===== config.mk =====
export PLATFORM = sky130hd
export DESIGN_NAME = keypad_scanner
export DESIGN_NICKNAME = d
export VERILOG_FILES = /design/src/rtl/keypad_pkg.sv /design/src/rtl/keypad_scanner_sync.sv /design/src/rtl/keypad_scanner.sv
export SDC_FILE = /design/constraint.sdc
export NUM_CORES = 1
export LEC_CHECK = 0
export CAP_MARGIN = 20
export CORE_MARGIN = 8
export CORE_UTILIZATION = 38
export DETAILED_ROUTE_END_ITERATION = 12
export HOLD_SLACK_MARGIN = 0.06
export PLACE_DENSITY = 0.53
export SLEW_MARGIN = 20
export SYNTH_ARGS = -nofsm -noshare
export SYNTH_HDL_FRONTEND = slang
export SYNTH_SLANG_ARGS = --single-unit

===== constraint.sdc =====
create_clock -name clk -period 2.8 [get_ports clk]
set_input_delay 0.56 -clock clk [delete_from_list [all_inputs] [get_ports clk]]
set_output_delay 0.56 -clock clk [all_outputs]
set_load 0.01 [all_outputs]

===== src/rtl/keypad_pkg.sv =====
// Shared types and constants for the 4x4 keypad scanner: FSM states,
// the row/column key map and the row-priority helper.
package keypad_pkg;

  typedef enum logic [1:0] {
    SCAN,
    DEB_PRESS,
    HELD,
    DEB_REL
  } state_t;

  // Indexed [row][col]; rows and columns numbered from the top-left key.
  localparam logic [3:0] KEY_MAP [4][4] = '{
    '{4'h1, 4'h2, 4'h3, 4'hA},
    '{4'h4, 4'h5, 4'h6, 4'hB},
    '{4'h7, 4'h8, 4'h9, 4'hC},
    '{4'hE, 4'h0, 4'hF, 4'hD}
  };

  // Rows are active-low; when several are low the lowest index wins.
  function automatic logic [1:0] lowest_low_row(input logic [3:0] r);
    logic [1:0] idx;
    idx = 2'd0;
    for (int i = 3; i >= 0; i--) begin
      if (!r[i]) idx = 2'(i);
    end
    return idx;
  endfunction

endpackage


===== src/rtl/keypad_scanner_sync.sv =====
// Two-flop synchronizer with a configurable reset value, used to bring the
// asynchronous keypad rows into the system clock domain.
module sync_2ff #(
  parameter int              WIDTH   = 1,
  parameter logic [WIDTH-1:0] RST_VAL = '0
) (
  input  logic             clk,
  input  logic             reset_n,
  input  logic [WIDTH-1:0] d,
  output logic [WIDTH-1:0] q
);

  logic [WIDTH-1:0] stage_p0;

  always_ff @(posedge clk or negedge reset_n) begin
    if (!reset_n) begin
      stage_p0 <= RST_VAL;
      q        <= RST_VAL;
    end else begin
      stage_p0 <= d;
      q        <= stage_p0;
    end
  end

endmodule


===== src/rtl/keypad_scanner.sv =====
// 4x4 matrix keypad scanner: rotates an active-low column drive, locks onto
// the first low row it sees, debounces press and release, reports a hex code.
module keypad_scanner
  import keypad_pkg::*;
#(
  parameter int SCAN_DIV       = 48000,
  parameter int DEBOUNCE_TICKS = 20
) (
  input  logic       clk,
  input  logic       reset_n,
  input  logic [3:0] rows,
  output logic [3:0] cols,
  output logic [3:0] key_code,
  output logic       key_valid,
  output logic       key_held
);

  localparam int PW = (SCAN_DIV > 1) ? $clog2(SCAN_DIV) : 1;
  localparam int DW = $clog2(DEBOUNCE_TICKS + 1);
  localparam logic [PW-1:0] DIV_LAST = PW'(SCAN_DIV - 1);
  localparam logic [DW-1:0] DEB_LAST = DW'(DEBOUNCE_TICKS - 1);

  logic [3:0]    rows_s;
  logic [PW-1:0] presc;
  logic          tick;

  state_t        state, state_n;
  logic [1:0]    col_idx, col_n;
  logic [1:0]    lock_row, lock_n;
  logic [DW-1:0] deb_cnt, deb_n;
  logic [3:0]    code_n;
  logic          valid_n;
  logic          held_n;
  logic          row_low;

  sync_2ff #(
    .WIDTH   (4),
    .RST_VAL (4'b1111)
  ) u_row_sync (
    .clk     (clk),
    .reset_n (reset_n),
    .d       (rows),
    .q       (rows_s)
  );

  // Scan-rate prescaler: tick marks the last clock of each scan period.
  assign tick = (presc == DIV_LAST);

  always_ff @(posedge clk or negedge reset_n) begin
    if (!reset_n) begin
      presc <= '0;
    end else if (tick) begin
      presc <= '0;
    end else begin
      presc <= presc + 1'b1;
    end
  end

  assign row_low = ~rows_s[lock_row];

  always_comb begin
    state_n = state;
    col_n   = col_idx;
    lock_n  = lock_row;
    deb_n   = deb_cnt;
    code_n  = key_code;
    valid_n = 1'b0;
    if (tick) begin
      case (state)
        SCAN: begin
          if (rows_s != 4'b1111) begin
            lock_n  = lowest_low_row(rows_s);
            deb_n   = '0;
            state_n = DEB_PRESS;
          end else begin
            col_n = col_idx + 1'b1;
          end
        end
        DEB_PRESS: begin
          if (row_low && deb_cnt == DEB_LAST) begin
            state_n = HELD;
            code_n  = KEY_MAP[lock_row][col_idx];
            valid_n = 1'b1;
          end else if (row_low) begin
            deb_n = deb_cnt + 1'b1;
          end else begin
            state_n = SCAN;
            col_n   = col_idx + 1'b1;
          end
        end
        HELD: begin
          if (!row_low) begin
            deb_n   = '0;
            state_n = DEB_REL;
          end
        end
        DEB_REL: begin
          if (!row_low && deb_cnt == DEB_LAST) begin
            state_n = SCAN;
            col_n   = col_idx + 1'b1;
          end else if (!row_low) begin
            deb_n = deb_cnt + 1'b1;
          end else begin
            state_n = HELD;
          end
        end
        default: state_n = SCAN;
      endcase
    end
    held_n = (state_n == HELD) || (state_n == DEB_REL);
  end

  // Every output is registered from the next-state values so cols,
  // key_code and key_valid all move on the same edge.
  always_ff @(posedge clk or negedge reset_n) begin
    if (!reset_n) begin
      state     <= SCAN;
      col_idx   <= 2'd0;
      lock_row  <= 2'd0;
      deb_cnt   <= '0;
      cols      <= 4'b1110;
      key_code  <= 4'h0;
      key_valid <= 1'b0;
      key_held  <= 1'b0;
    end else begin
      state     <= state_n;
      col_idx   <= col_n;
      lock_row  <= lock_n;
      deb_cnt   <= deb_n;
      cols      <= ~(4'b0001 << col_n);
      key_code  <= code_n;
      key_valid <= valid_n;
      key_held  <= held_n;
    end
  end

endmodule

---- Word level (Yosys, flattened, before mapping) ----
Index checks and enable logic that the tools add are counted.
cells by class
  add/sub/neg operators ................... 3
  magnitude comparators ................... 3
  equal/unequal tests ..................... 14
  shifts and indexed selects .............. 1
  muxes and demuxes ....................... 37
  bitwise logic cells ..................... 4
  reduce and logical (&&, ||, !) cells .... 7
operators with widths
  kind                                                                          count
  16-bit two-way mux                                                            3
  16-bit binary-select mux with 2-bit select                                    1
  2-bit two-way mux                                                             16
  5-bit two-way mux                                                             6
  5-bit one-hot mux with 4 select lines                                         1
  16-bit by 1-bit adder with 16-bit output, second input constant               1
  16-bit == test, second input constant                                         1
  2-bit inequality test, second input constant                                  6
  4-bit binary-select mux with 2-bit select                                     1
  2-bit == test, second input constant                                          4
  4-bit two-way mux                                                             2
  2-bit one-hot mux with 4 select lines                                         1
  7-bit AND reduction                                                           1
  3-bit >= comparator, second input constant                                    2
  2-bit NOT with 3-bit output                                                   2
  2-bit one-hot mux with 3 select lines                                         1
  3-bit AND reduction                                                           2
  5-bit by 1-bit adder with 5-bit output, second input constant                 1
  5-bit == test, second input constant                                          1
  1-bit two-way mux                                                             4
  4-bit inequality test, second input constant                                  1
  4-bit NOT                                                                     1
  1-bit by 2-bit left shift with 4-bit output, first input constant             1
  2-bit by 3-bit less-than comparator with 1-bit output, second input constant  1
  other kinds (7)                                                               8
storage, ports and cells
  register bits after elaboration ......... 45
  output and inout port bits .............. 10

---- Depth between registers and ports, before layout ----
Gate-level depths: netlist of the first run.
  depth after elaboration ................. 9
  mapped depth ............................ 7

---- Modules after synthesis ----
From an unflattened synthesis of the first run, not the netlist that was laid out.
unflattened totals
  cells, all modules ...................... 202
  area, all modules ....................... 2,183.3 µm²
by module, submodules not included
  module          times used  cells each  area an instance (µm²)  seq. area each (µm²)
  keypad_scanner  1           194         1,973.1                 929.6
  sync_2ff        1           8           210.2                   210.2

---- Worst setup path after synthesis of the first run ----
OpenSTA, ideal clock, no wires.
  kind .................................... register to register
  from .................................... reg lock_row[0]
  to ...................................... reg deb_cnt[0]
  library setup time ...................... 0.125 ns
  arrival time ............................ 1.852 ns
  required time ........................... 2.675 ns
  slack ................................... 0.823 ns
  stages on the path, launching flop included .. 8
  path buffers ............................ 2
  clock period less this slack ............ 1.977 ns
  path through ............................ dfrtp_1 > buf_6 > mux4_2 > buf_6 > nand2_4 > a22oi_2 > or3_4 > mux2_4
on the way
  longest elaborated chain between the ends .. 6
  elaborated cells on any way between the ends .. 11
  classes of those cells .................. eq/ne: 5; mux: 2; bitwise: 1; reduce/logical: 3
RTL lines
  what                                         line                   source
  start: declaration                           keypad_scanner.sv:29   logic [1:0] lock_row, lock_n;
  start signal: assignment                     keypad_scanner.sv:128  lock_row <= lock_n;
  1-bit binary-select mux with 2-bit select *  keypad_scanner.sv:59   assign row_low = ~rows_s[lock_row];
  1-bit two-way mux (implied by the code) *    keypad_scanner.sv:59
  1-bit NOT                                    keypad_scanner.sv:59
  1-bit logical AND                            keypad_scanner.sv:80   if (row_low && deb_cnt == DEB_LAST) begin
  2-bit inequality test (no source line)       --
  7-bit AND reduction (no source line) *       --
  end signal: assignment                       keypad_scanner.sv:129  deb_cnt <= deb_n;
  end: declaration                             keypad_scanner.sv:30   logic [DW-1:0] deb_cnt, deb_n;
Every way passes the cells marked *; elsewhere a longest branch is shown, timed or not. The select of a mux whose other input is x is not followed.
A chain may end at the register's enable or synchronous reset.

---- Final worst setup path of the first run ----
Same ends and word-level chain as after synthesis.

==> results of run 1 <==
[how the worst max path moves through the flow]
stage / slack (ns) / start / cells after the start / endpoint
floorplan: 0.82 / lock_row[0] / 7 / deb_cnt[0]
global placement: 0.64 / lock_row[0] / 5 / deb_cnt[0]
detailed placement: 0.62 / lock_row[0] / 5 / deb_cnt[0]
CTS: 0.61 / lock_row[0] / 5 / deb_cnt[0]
global route: 0.43 / lock_row[0] / 5 / key_code[2]
finish: 0.61 / lock_row[0] / 5 / deb_cnt[0]
[stage by stage]
step	util [%]	instance area, sq um
2_1_floorplan	-	2192
3_3_place_gp	43.32	2400
3_5_place_dp	43.32	2400
4_1_cts	45.08	2497
5_1_grt	45.12	2500
6_report	45.12	2500
[report_power, final]
group	total [mW]	leakage (nW)	internal, mW	switching, mW
clock	0.435	0.0511	0.188	0.246
sequential	0.664	0.576	0.660	0.00391
combinational	0.0280	0.419	0.00926	0.0187
[area by class of cell]
type | instances | area (sq um) | area share, %
Sequential cell | 45 | 1140 | 45.60
Clock buffer | 5 | 68.82 | 2.753
Multi-Input combinational cell | 145 | 991.0 | 39.64
Inverter | 5 | 18.77 | 0.7508
Tap cell | 72 | 90.09 | 3.604
Timing Repair Buffer | 17 | 162.7 | 6.507
Clock inverter | 3 | 28.78 | 1.151
[worst register-to-register path, stage by stage (launching register included)]
cell,delay (ns)
dfrtp_1,0.50
mux4_2,0.71
nand2_4,0.12
a22oi_2,0.08
or3_4,0.37
mux2_4,0.30
[Yosys cell counts, drive strengths merged (2+ instances only)]
master | n | area share, %
a21boi | 2 | 0.68
a21o | 2 | 0.68
a21oi | 6 | 1.4
a22oi | 2 | 0.91
a31oi | 3 | 0.86
and2 | 3 | 0.86
and3 | 5 | 1.4
and4 | 2 | 0.80
buf | 3 | 1.3
clkbuf | 4 | 0.68
dfrtp | 34 | 39
dfstp | 11 | 13
ha | 2 | 1.1
inv | 5 | 0.86
mux2 | 2 | 1.2
mux2i | 3 | 1.4
nand2 | 13 | 2.6
nand2b | 4 | 1.1
nand3 | 16 | 3.7
nand3b | 2 | 0.68
nand4 | 4 | 1.1
nor2 | 12 | 2.1
nor2b | 3 | 0.86
nor3 | 6 | 1.4
o211ai | 6 | 2.7
o21a | 2 | 0.68
o21ai | 11 | 2.5
o31ai | 2 | 0.68
or3 | 4 | 1.4
or3b | 2 | 0.80
xnor2 | 8 | 3.2
xor2 | 6 | 2.4
[kinds of logic after synthesis]
group	after synthesis
AND/OR/NAND/NOR	82
buffers and inverters	12
adder cells (fa/ha/maj)	2
flip-flops	45
XOR/XNOR	14
multiplexers	6
AO/OA/AOI/OAI	41
[cells in the final DEF (no fill, tap or decap), drive strengths merged, types with 2 or more instances in the layout]
cell type      Yosys  routed
a21boi             2       2
a21o               2       2
a21oi              6       6
a22oi              2       2
a31oi              3       3
and2               3       3
and3               5       5
and4               2       2
buf                3       3
clkbuf             4       5
clkdlybuf4s50      0      14
dfrtp             34      34
dfstp             11      11
ha                 2       2
inv                5       8
mux2               2       2
mux2i              3       3
nand2             13      13
nand2b             4       4
nand3             16      16
nand3b             2       2
nand4              4       4
nor2              12      12
nor2b              3       3
nor3               6       6
o211ai             6       6
o21a               2       2
o21ai             11      11
o31ai              2       2
or3                4       4
or3b               2       2
xnor2              8       8
xor2               6       6
[state kept, by name (all words and copies together), names as in the netlist]
name and count:
col_idx 2, deb_cnt 5, presc 16, u_row_sync.stage_p0 4
state 2, lock_row 2, cols 4, u_row_sync.q 4
key_valid 1, key_held 1, key_code 4
[routing by layer]
metal	vias up	part of all wire [%]
met3	6	3.4
met1	782	45
li1	763	-
met4	0	1.2
met5	-	0
met2	21	50
==> impl_metrics.env, run 1 <==
export IMPL_status="finished clean"
export IMPL_dieArea_sq_mm=0.008455
export IMPL_drt_iter0_markers=107
export IMPL_power_total_mw=1.127
export IMPL_layout_setup_ws_ns=0.6098
export IMPL_use_met3_pct=2.445
export IMPL_tns_ns=0
export IMPL_fp_dieH_um=91.95
export IMPL_syn_cell_area_sq_mm=0.002192
export IMPL_min_period_ns=2.190
export IMPL_maxSlewViolCount=0
export IMPL_vdd_drop_max_mv=0.1875
export IMPL_reg2reg_to="deb_cnt[0]"
export IMPL_criticalPathCategory="register to register"
export IMPL_synth_compound_area_share_pct=13.81
export IMPL_cts_tree="built"
export IMPL_first_global_vias=1658
export IMPL_dr_total_vias=1572
export IMPL_hold_buffers=0
export IMPL_layout_drive_gt1_share_pct=15.00
export IMPL_cp_required_ns=3.00
export IMPL_post_cts_resized=0
export IMPL_ys_types=50
export IMPL_synthFlopType="dfrtp_1"
export IMPL_crit_slowest_cell="mux4_2"
export IMPL_max_freq_ghz=0.4566
export IMPL_postCtsSetupBuffers=0
export IMPL_maxCapViolations=0
export IMPL_hold_viol_final=0
export IMPL_synth_adder_area_share_pct=1.142
export IMPL_synth_edf_count=0
export IMPL_syn_num_nets=210
export IMPL_reg2reg_depth=5
export IMPL_critical_path_max_stage_delay_ns=0.71
export IMPL_antenna_found_initial=0
export IMPL_post_route_period_util_pct=78.22
export IMPL_path_buf_inv=0
export IMPL_ys_seq_area_share_pct=52.00
export IMPL_crit_path_end_kind="register"
export IMPL_crit_fanout=10
export IMPL_async_flop_share_pct=100.0
export IMPL_grt_usage_pct=10.57
export IMPL_post_route_drc_count=0
export IMPL_startpoint_type="register"
export IMPL_synth_top_family_by_area="simple AND/OR/NAND/NOR gates"
export IMPL_io_buffers=15
export IMPL_instances_no_fill=292
export IMPL_ys_ff_latch=45
export IMPL_r2r_start="lock_row[0]"
export IMPL_die_w_um=91.95
export IMPL_io_pins=16
export IMPL_syn_inst=202
export IMPL_viasPerCell=5.384
export IMPL_placed_cells=284
export IMPL_gp_congestion=0.8114
export IMPL_htree_levels=2
export IMPL_final_setup_skew_ns=0.007701
export IMPL_n_fill_cell=545
export IMPL_root_buffer="clkbuf_8"
export IMPL_core_sq_mm=0.005540
export IMPL_path_cells="mux4_2 -> nand2_4 -> a22oi_2 -> or3_4 -> mux2_4"
export IMPL_grt_max_degree=46
export IMPL_place_ws_ns=0.6183
export IMPL_clock_sinks=45
export IMPL_synth_simple_area_share_pct=21.06
export IMPL_r2r_slack_ns=0.61
export IMPL_hold_ws_ns=0.2365
export IMPL_grt_pass1_wl_um=7438
export IMPL_grt_overflow=0
export IMPL_slew_headroom_pct=60.78
export IMPL_start_util_pct=39.57
export IMPL_finalWirelength_um=4188
export IMPL_firstDrtPassIters=4
export IMPL_ys_warn_count=0
export IMPL_powerDensity_mw_per_mm2=450.8
export IMPL_p_leak_nw=1.046
export IMPL_worstMarginPinSlew_ns=0.5838
export IMPL_hp_class="primary input to async pin"
export IMPL_synthMuxAreaShare_pct=3.596
export IMPL_detail_route_antenna_nets=0
export IMPL_synth_xor_area_share_pct=5.594
export IMPL_crit_family="multiplexers"
export IMPL_wl_per_cell_um=14.34
export IMPL_path_clk_slew_ns=0.10
export IMPL_use_met2_pct=18.18
export IMPL_cts_made_buffers=5
export IMPL_globalRoute_busiestLayer="met2"
export IMPL_syn_area_per_cell_sq_um=10.85
export IMPL_cts_buffer_depth=2
export IMPL_row_count=27
export IMPL_clk_latency_ns=0.30
export IMPL_antenna_cells=0
export IMPL_rsz0062_at_grt="false"
export IMPL_fin_nets=227
export IMPL_setup_viol=0
export IMPL_hpwl_um=3061
export IMPL_syn_to_final_growth_pct=14.04
export IMPL_crit_arrival_ns=2.39
export IMPL_use_met1_pct=11.84
Note: power is estimated with default switching activity, not from simulation.
==> run 2: changes to the inputs <==
--- a/config.mk
+++ b/config.mk
@@ -10,7 +10,7 @@
 export CORE_UTILIZATION = 38
 export DETAILED_ROUTE_END_ITERATION = 12
 export HOLD_SLACK_MARGIN = 0.06
-export PLACE_DENSITY = 0.53
+export PLACE_DENSITY = 0.55
 export SLEW_MARGIN = 20
 export SYNTH_ARGS = -nofsm -noshare
 export SYNTH_HDL_FRONTEND = slang
==> constraint.sdc (replaced) <==
create_clock -name clk -period 1.8 [get_ports clk]
set_input_delay 0.36 -clock clk [delete_from_list [all_inputs] [get_ports clk]]
set_output_delay 0.36 -clock clk [all_outputs]
set_load 0.01 [all_outputs]
==> run 2 against run 1 <==
  * The run now ends with negative setup slack left
  * Critical path depth rose by 1
  * Register-to-register slack got worse by 0.72 ns
  * Design area increased by 16%
  * Final cell count up 14%
  * Critical path type unchanged
==> impl_metrics.env, run 2 (synthesis results as in run 1) <==
export IMPL_status="complete, but fails checks"
export IMPL_violations="negative setup slack"
export IMPL_path_clk_slew_ns=0.09
export IMPL_crit_fanout=5
export IMPL_path_cells="mux4_2 -> buf_12 -> o211ai_4 -> a2111oi_4 -> xnor2_2 -> a21bo_1"
export IMPL_finalWirelength_um=4525
export IMPL_powerDensity_mw_per_mm2=645.0
export IMPL_crit_family="compound AO/OA/AOI/OAI gates"
export IMPL_use_met2_pct=18.53
export IMPL_p_int_mw=1.475
export IMPL_antenna_found_initial=0
export IMPL_hpwl_um=3354
export IMPL_drt_iter0_markers=82
export IMPL_cts_tree="built"
export IMPL_globalRoute_busiestLayer="met2"
export IMPL_power_switching_uw=403.0
export IMPL_cts_made_buffers=5
export IMPL_crit_slowest_cell="dfstp_2"
export IMPL_setup_viol=5
export IMPL_slew_headroom_pct=70.10
export IMPL_dieArea_sq_mm=0.008455
export IMPL_die_w_um=91.95
export IMPL_crit_arrival_ns=2.15
export IMPL_crit_path_end_kind="register"
export IMPL_power_total_mw=1.878
export IMPL_hp_class="register to register"
export IMPL_vdd_drop_max_mv=0.3359
export IMPL_syn_to_final_growth_pct=32.82
export IMPL_layout_setup_ws_ns=-0.1101
export IMPL_p_comb_share_pct=3.6
export IMPL_fin_nets=269
export IMPL_firstDrtPassIters=4
export IMPL_maxCapViolations=0
export IMPL_grt_max_degree=28
export IMPL_final_common_cell="buf_4"
export IMPL_dr_total_vias=1679
export IMPL_reg_top3="presc x16, deb_cnt x5"
export IMPL_htree_levels=2
export IMPL_layout_drive_gt1_share_pct=31.30
export IMPL_antenna_cells=0
export IMPL_use_met3_pct=2.200
export IMPL_mostFrequentLayoutCells="40 x buf_4, 34 x dfrtp_1, 16 x nand3_1"
export IMPL_max_freq_ghz=0.5235
export IMPL_io_buffers=15
export IMPL_place_ws_ns=-0.1098
export IMPL_clk_latency_ns=0.30
export IMPL_post_route_period_util_pct=106.1
export IMPL_share_seq_of_total_power_pct=54.9
export IMPL_n_fill_cell=511
export IMPL_wl_per_cell_um=13.55
export IMPL_io_pins=16
export IMPL_first_global_vias=1708
export IMPL_viasPerCell=5.027
export IMPL_cp_required_ns=2.04
export IMPL_final_setup_skew_ns=0.005239
export IMPL_detail_route_antenna_nets=0
export IMPL_switching_share_pct=21.46
export IMPL_largest_reg_flops=16
export IMPL_hold_viol_final=0
export IMPL_core_sq_mm=0.005540
export IMPL_fp_dieH_um=91.95
export IMPL_power_share_clock_pct=41.5
export IMPL_min_period_ns=1.910
export IMPL_grt_usage_pct=11.38
export IMPL_startpoint_type="register"
export IMPL_criticalPathCategory="register to register"
export IMPL_row_count=27
export IMPL_hold_ws_ns=0.3594
export IMPL_maxSlewViolCount=0
export IMPL_gp_congestion=0.7916
export IMPL_regMostFlops="presc"
export IMPL_r2r_slack_ns=-0.11
export IMPL_cts_buffer_depth=2
export IMPL_start_util_pct=39.57
export IMPL_root_buffer="clkbuf_8"
export IMPL_grt_overflow=0
export IMPL_path_buf_inv=1
export IMPL_worstMarginPinSlew_ns=0.4485
export IMPL_grt_pass1_wl_um=7907
export IMPL_rsz0062_at_grt="true"
export IMPL_multi_input_area_sq_mm=0.001041
export IMPL_p_leak_nw=1.276
export IMPL_use_met1_pct=14.24
export IMPL_critical_path_max_stage_delay_ns=0.54
export IMPL_post_route_drc_count=0
export IMPL_layout_area_seq_sq_mm=0.001140
export IMPL_clock_sinks=45
## run 2: cell count changes in the layout (fill, tap and decap cells not counted), sizes merged
cell         before  now
dlygate4sd3       0    1
inv               8    5
bufinv            0    1
clkinvlp          0    1
clkinv            0    1
buf               3   44
## run 2: worst paths after layout
path                                         from         endpoint  cells past startpoint
setup / recovery                  u_row_sync.q[1]          cols[3]                      6
hold / removal             u_row_sync.stage_p0[0]  u_row_sync.q[0]                      0
max in group asynchronous                 reset_n          cols[1]                      3
min in group asynchronous                 reset_n         presc[5]                      2
hold reg to reg            u_row_sync.stage_p0[0]  u_row_sync.q[0]                      0
setup reg to reg                  u_row_sync.q[1]          cols[3]                      6
## run 2: stage by stage
step | area (sq um) | TNS, ns | utilization (%) | cells
after floorplan | 2211 | -0.2164 | - | 202
after global routing | 2912 | -1.268 | 52.55 | 334
after CTS | 2878 | -0.4909 | 51.94 | 333
after detailed placement | 2736 | -0.5503 | 49.39 | 323
final | 2912 | -0.3394 | 52.55 | 334
after global placement | 2736 | -0.2775 | 49.39 | 323
## run 2: area by class of cell
class / instances / area share [%]
sequential: 45 / 39.15
clock buffer: 5 / 2.364
clock inverter: 3 / 1.590
tap: 72 / 3.094
inverter: 5 / 0.6446
multi-input combinational: 145 / 35.75
timing repair buffer: 59 / 17.40
## run 2: power groups by stage
stage	Sequential [mW]	Combinational, mW	Clock (mW)
floorplan	1.05	0.0147	0
global placement	1.05	0.0654	0
detailed placement	1.05	0.0656	0
CTS	1.03	0.0697	0.803
global route	1.03	0.0763	0.840
finish	1.03	0.0674	0.780
## run 2: repair_timing
action	in CTS	in global routing
hold endpoints to repair	15	0
hold buffers	1	0
setup buffers	1	1
setup endpoints to repair	14	14
pin swaps	3	3
resized for setup	6	6
## run 2: routing by layer
| metal | vias up | wire, um |
|---|---|---|
| met5 | - | 0 |
| met4 | 0 | 68 |
| met3 | 5 | 186 |
| met2 | 37 | 2151 |
| met1 | 794 | 2118 |
| li1 | 843 | - |
## run 2: worst register-to-register path: cells and delay by family, from the launching register on
kind | cells | cell delay (ns)
DFF | 1 | 0.54
muxes | 1 | 0.32
xor gates and xnor gates | 1 | 0.18
AOI/OAI and AO/OA | 3 | 0.68
buffers and inverters | 1 | 0.13
==> RTL change 1 (flow settings as in run 2) <==
Set the parameter `DEBOUNCE_TICKS` to 40 (it was 20).
--- a/src/rtl/keypad_scanner.sv
+++ b/src/rtl/keypad_scanner.sv
@@ -4,7 +4,7 @@
   import keypad_pkg::*;
 #(
   parameter int SCAN_DIV       = 48000,
-  parameter int DEBOUNCE_TICKS = 20
+  parameter int DEBOUNCE_TICKS = 40
 ) (
   input  logic       clk,
   input  logic       reset_n,
Behaviour: same outputs for any inputs over 10 cycles, from zero or initial values and one cycle with reset_n low; that may be too few to reach the edited logic, so the function may still have changed.
==> RTL change 1 against run 2 <==
Worst setup slack better by 0.12 ns. Hold slack worse by 0.00080 ns. Final cell count up 0.30%. Routed wire length down 3.8%. Total power down 6.8%. Synthesized cell count up 4.0%. Sequential cell count up 1. Count of clock-buffer cells in the layout up 2. Clock power down 18%. Core utilization down 0.79 points. Non-clock buffer count down 7. Final area down 2.1%. Area after synthesis down 1.5%.
==> RTL change 1: results (changes against run 2) <==
[run_status]
run_status = completed

[grt]
maximum_number_of_pins_on_one_net_before_global_route_repair = 27  ; -3.6%
grt_first_pass_wirelength_um = 7690  ; -2.8%
grtUsageTotal_pct = 11.2  ; -0.22 points

[place]
dpl_cell_area_um2 = 2620  ; -4.3%
place.gp.congestion = 0.802  ; +1.3%
dpl.cell_count = 320  ; -0.93%
dp_worst_setup_slack_ns = -0.0000439  ; +0.110 ns

[power_and_ir_drop]
power.switching_fraction_pct = 20.9  ; -0.53 points
share_seq_of_total_power_pct = 60.2  ; +5.3 points
powerComb_uw = 53.1  ; -21%
power_leakage_uw = 0.00117  ; -8.0%
power.share.combinational_pct = 3.0  ; -0.6 points

[layout]
multi_input_area_share_pct = 36.1  ; +0.33 points
area_added_between_synthesis_and_finish_pct = 32.0
flops_and_latches = 46  ; +2.2%
nClkBuffers = 7  ; +2
clock_area_share_pct = 3.20  ; -0.75 points
filler_cell_count = 517  ; +1.2%
number_of_nets_in_the_layout = 270  ; +0.37%
layout.comb_gates.multi_input = 149  ; +2.8%
non_clock_buffer_count = 52  ; -12%

[critical_path]
cpLargestDelayFamily = simple AND/OR/NAND/NOR gates
crit_slowest_cell = sky130_fd_sc_hd__dfrtp_1
timing.critical_path.fanout_max = 6  ; +1
cp.arrival_ns = 2.00  ; -0.15 ns
critical_path_s_largest_stage_delay_ns = 0.38  ; -0.16 ns

[route]
total_wire_length_after_detailed_routing_um = 4350  ; -3.8%
routed_via_density = 5.16  ; +2.6%
drt_first_iter_violations = 67  ; -18%

[logic_synthesis]
synthCells = 210  ; +4.0%
synth_fa_ha_area_share_pct = 1.16  ; +0.017 points
yosys.area_share.xor_xnor_pct = 5.27  ; -0.32 points
synth.mux.area_fraction_pct = 2.03  ; -1.6 points
post_synth_main_area_contributors = sky130_fd_sc_hd__dfrtp_1 41%, sky130_fd_sc_hd__dfstp_2 13%, sky130_fd_sc_hd__o21ai_0 4.2%
seq_area_frac_synth_pct = 53.9  ; +1.9 points
synth.net_count = 218  ; +3.8%
synthTopCellsByCount = 35 x sky130_fd_sc_hd__dfrtp_1, 21 x sky130_fd_sc_hd__nand2_1, 18 x sky130_fd_sc_hd__o21ai_0, 15 x sky130_fd_sc_hd__nand3_1, 13 x sky130_fd_sc_hd__nor2_1

[sta]
maxSlewHeadroom_pct = 68.1  ; -2.0 points
final.setup_skew_ns = 0.00910  ; +0.00386 ns

[clocking]
postCtsResizedCells = 1  ; -5

==> RTL change 1: layer usage <==
| metal | global-route usage [%] | share of wire, % | vias up |
|---|---|---|---|
| met5 | 0 | 0 | - |
| met4 | 5.32 | 2.2 | 0 |
| met3 | 3.37 | 4.7 | 8 |
| met2 | 17.6 | 46 | 34 |
| met1 | 13.6 | 47 | 833 |
| li1 | - | - | 853 |
==> RTL change 1: worst paths after layout <==
check / start / depth (start not counted) / end / slack, ns
worst min-delay path: u_row_sync.stage_p0[0] / 0 / u_row_sync.q[0] / 0.36
worst max-delay path: presc[14] / 7 / deb_cnt[3] / 0.01
worst max register to register: presc[14] / 7 / deb_cnt[3] / 0.01
worst min register to register: u_row_sync.stage_p0[0] / 0 / u_row_sync.q[0] / 0.36
max in group asynchronous: reset_n / 3 / u_row_sync.stage_p0[2] / 0.67
min in group asynchronous: reset_n / 2 / cols[0] / 0.54
==> RTL change 2 (settings of run 2) <==
Made on the original files. The 4 states of `state_t` get a one-hot encoding in 4 bits.
--- a/src/rtl/keypad_pkg.sv
+++ b/src/rtl/keypad_pkg.sv
@@ -2,11 +2,11 @@
 // the row/column key map and the row-priority helper.
 package keypad_pkg;
 
-  typedef enum logic [1:0] {
-    SCAN,
-    DEB_PRESS,
-    HELD,
-    DEB_REL
+  typedef enum logic [3:0] {
+    SCAN      = 4'b0001,
+    DEB_PRESS = 4'b0010,
+    HELD      = 4'b0100,
+    DEB_REL   = 4'b1000
   } state_t;
 
   // Indexed [row][col]; rows and columns numbered from the top-left key.
Function: no difference found for any inputs over 10 cycles, from zero or initial values and one cycle with reset_n low; not proved beyond that.
==> RTL change 2 against run 2 <==
Total power increased by 11%. Final area increased by 15%. Worst setup slack got worse by 0.39 ns. Highest routed layer unchanged. Area after synthesis increased by 4.6%. The run still ends with setup timing left. Sequential cell count increased by 2. Largest cell class unchanged. Hold slack improved by 0.0034 ns. Clock power increased by 22%. Routed wire length increased by 14%. Core utilization increased by 4.4 points.
==> RTL change 2: results (changes against run 2) <==
[route]
routed_via_density = 5.05  ; +0.52%
dr_wl_met3_um = 160  ; -14%
total_wire_length_after_detailed_routing_um = 5150  ; +14%
drt_first_iter_violations = 60  ; -27%

[worst_hold_path]
holdPathEnd = u_row_sync.q[3]
min-delay-start = u_row_sync.stage_p0[3]

[clocking]
number_of_buffers_inserted_to_repair_setup_after_cts = 3  ; +2
postCtsResizedCells = 21  ; +15

[power_and_ir_drop]
pwr-share-clk_pct = 45.9  ; +4.4 points
power_leakage_uw = 0.00149  ; +17%

[place]
dpl.cell_count = 357  ; +11%
dp_worst_setup_slack_ns = -0.525  ; -0.415 ns
place.gp.congestion = 0.792  ; about the same

[layout]
final-nonclk-buf-share_pct = 21.6  ; +4.2 points
clock_area_share_pct = 4.18  ; +0.23 points
multi_input_area_um2 = 1190  ; +14%
area_added_between_synthesis_and_finish_pct = 46.2
sh_seq_area_pct = 35.6  ; -3.6 points
filler_cell_count = 520  ; +1.8%
drive_above_1_share_pct = 42.9  ; +12 points

[logic_synthesis]
synthCells = 220  ; +8.9%
synthTopCellsByCount = 35 x sky130_fd_sc_hd__dfrtp_1, 18 x sky130_fd_sc_hd__nand2_1, 17 x sky130_fd_sc_hd__nor2_1, 16 x sky130_fd_sc_hd__o21ai_0, 13 x sky130_fd_sc_hd__nand3_1
netlist-cell-type-count = 48  ; -4.0%
synth.net_count = 228  ; +8.6%

[sta]
tns_ns = -5.38  ; -5.04 ns
finish_stage_setup_viols = 21  ; +16
final.setup_skew_ns = 0.00623  ; +0.000992 ns
maxSlewHeadroom_pct = 64.7  ; -5.4 points
worst_slack_ns = -0.505  ; -0.395 ns

[critical_path]
timing.critical_path.fanout_max = 4  ; -1
cpLargestDelayFamily = simple AND/OR/NAND/NOR gates
timing.reg2reg.worst_path_depth = 5  ; -1
critical_path.reg2reg.endpoint = deb_cnt[3]

[run_status]
failed_checks = setup timing
run_status = finished, violations left

[grt]
met1_usage_pct = 14.8  ; +0.57 points
groute.layer.met3.usage_pct = 2.96  ; +0.76 points
met2_track_demand_over_resource_pct = 20.6  ; +2.1 points
via_count_of_the_first_global_routing_pass = 1882  ; +10%
grtUsageTotal_pct = 12.3  ; +0.95 points

-- RTL change 2: changes by cell type after synthesis, sizes merged, moves of 4 or more --
| cell | run 2 | this run |
|---|---|---|
| xor2 | 6 | 12 |
| nand2 | 13 | 18 |
| nor2 | 12 | 17 |
| or4 | 0 | 4 |
| o21ai | 11 | 16 |
| nand4 | 4 | 8 |
-- RTL change 2: cells by family after synthesis --
kind of cell             synth area share, %
AND/OR/NAND/NOR                         21.9
flip-flops                              51.9
AO/OA/AOI/OAI                           11.9
XOR/XNOR                                6.87
buffers and inverters                   3.87
multiplexers                            2.40
adder cells (fa/ha/maj)                 1.09
-- RTL change 2: worst max-delay path by stage --
stage / from / to / cells after the start
finish: lock_row[0] / deb_cnt[3] / 5
global route: lock_row[0] / deb_cnt[3] / 5
CTS: deb_cnt[0] / deb_cnt[3] / 7
detailed placement: lock_row[0] / deb_cnt[3] / 5
global placement: lock_row[0] / deb_cnt[3] / 5
floorplan: lock_row[0] / deb_cnt[3] / 7
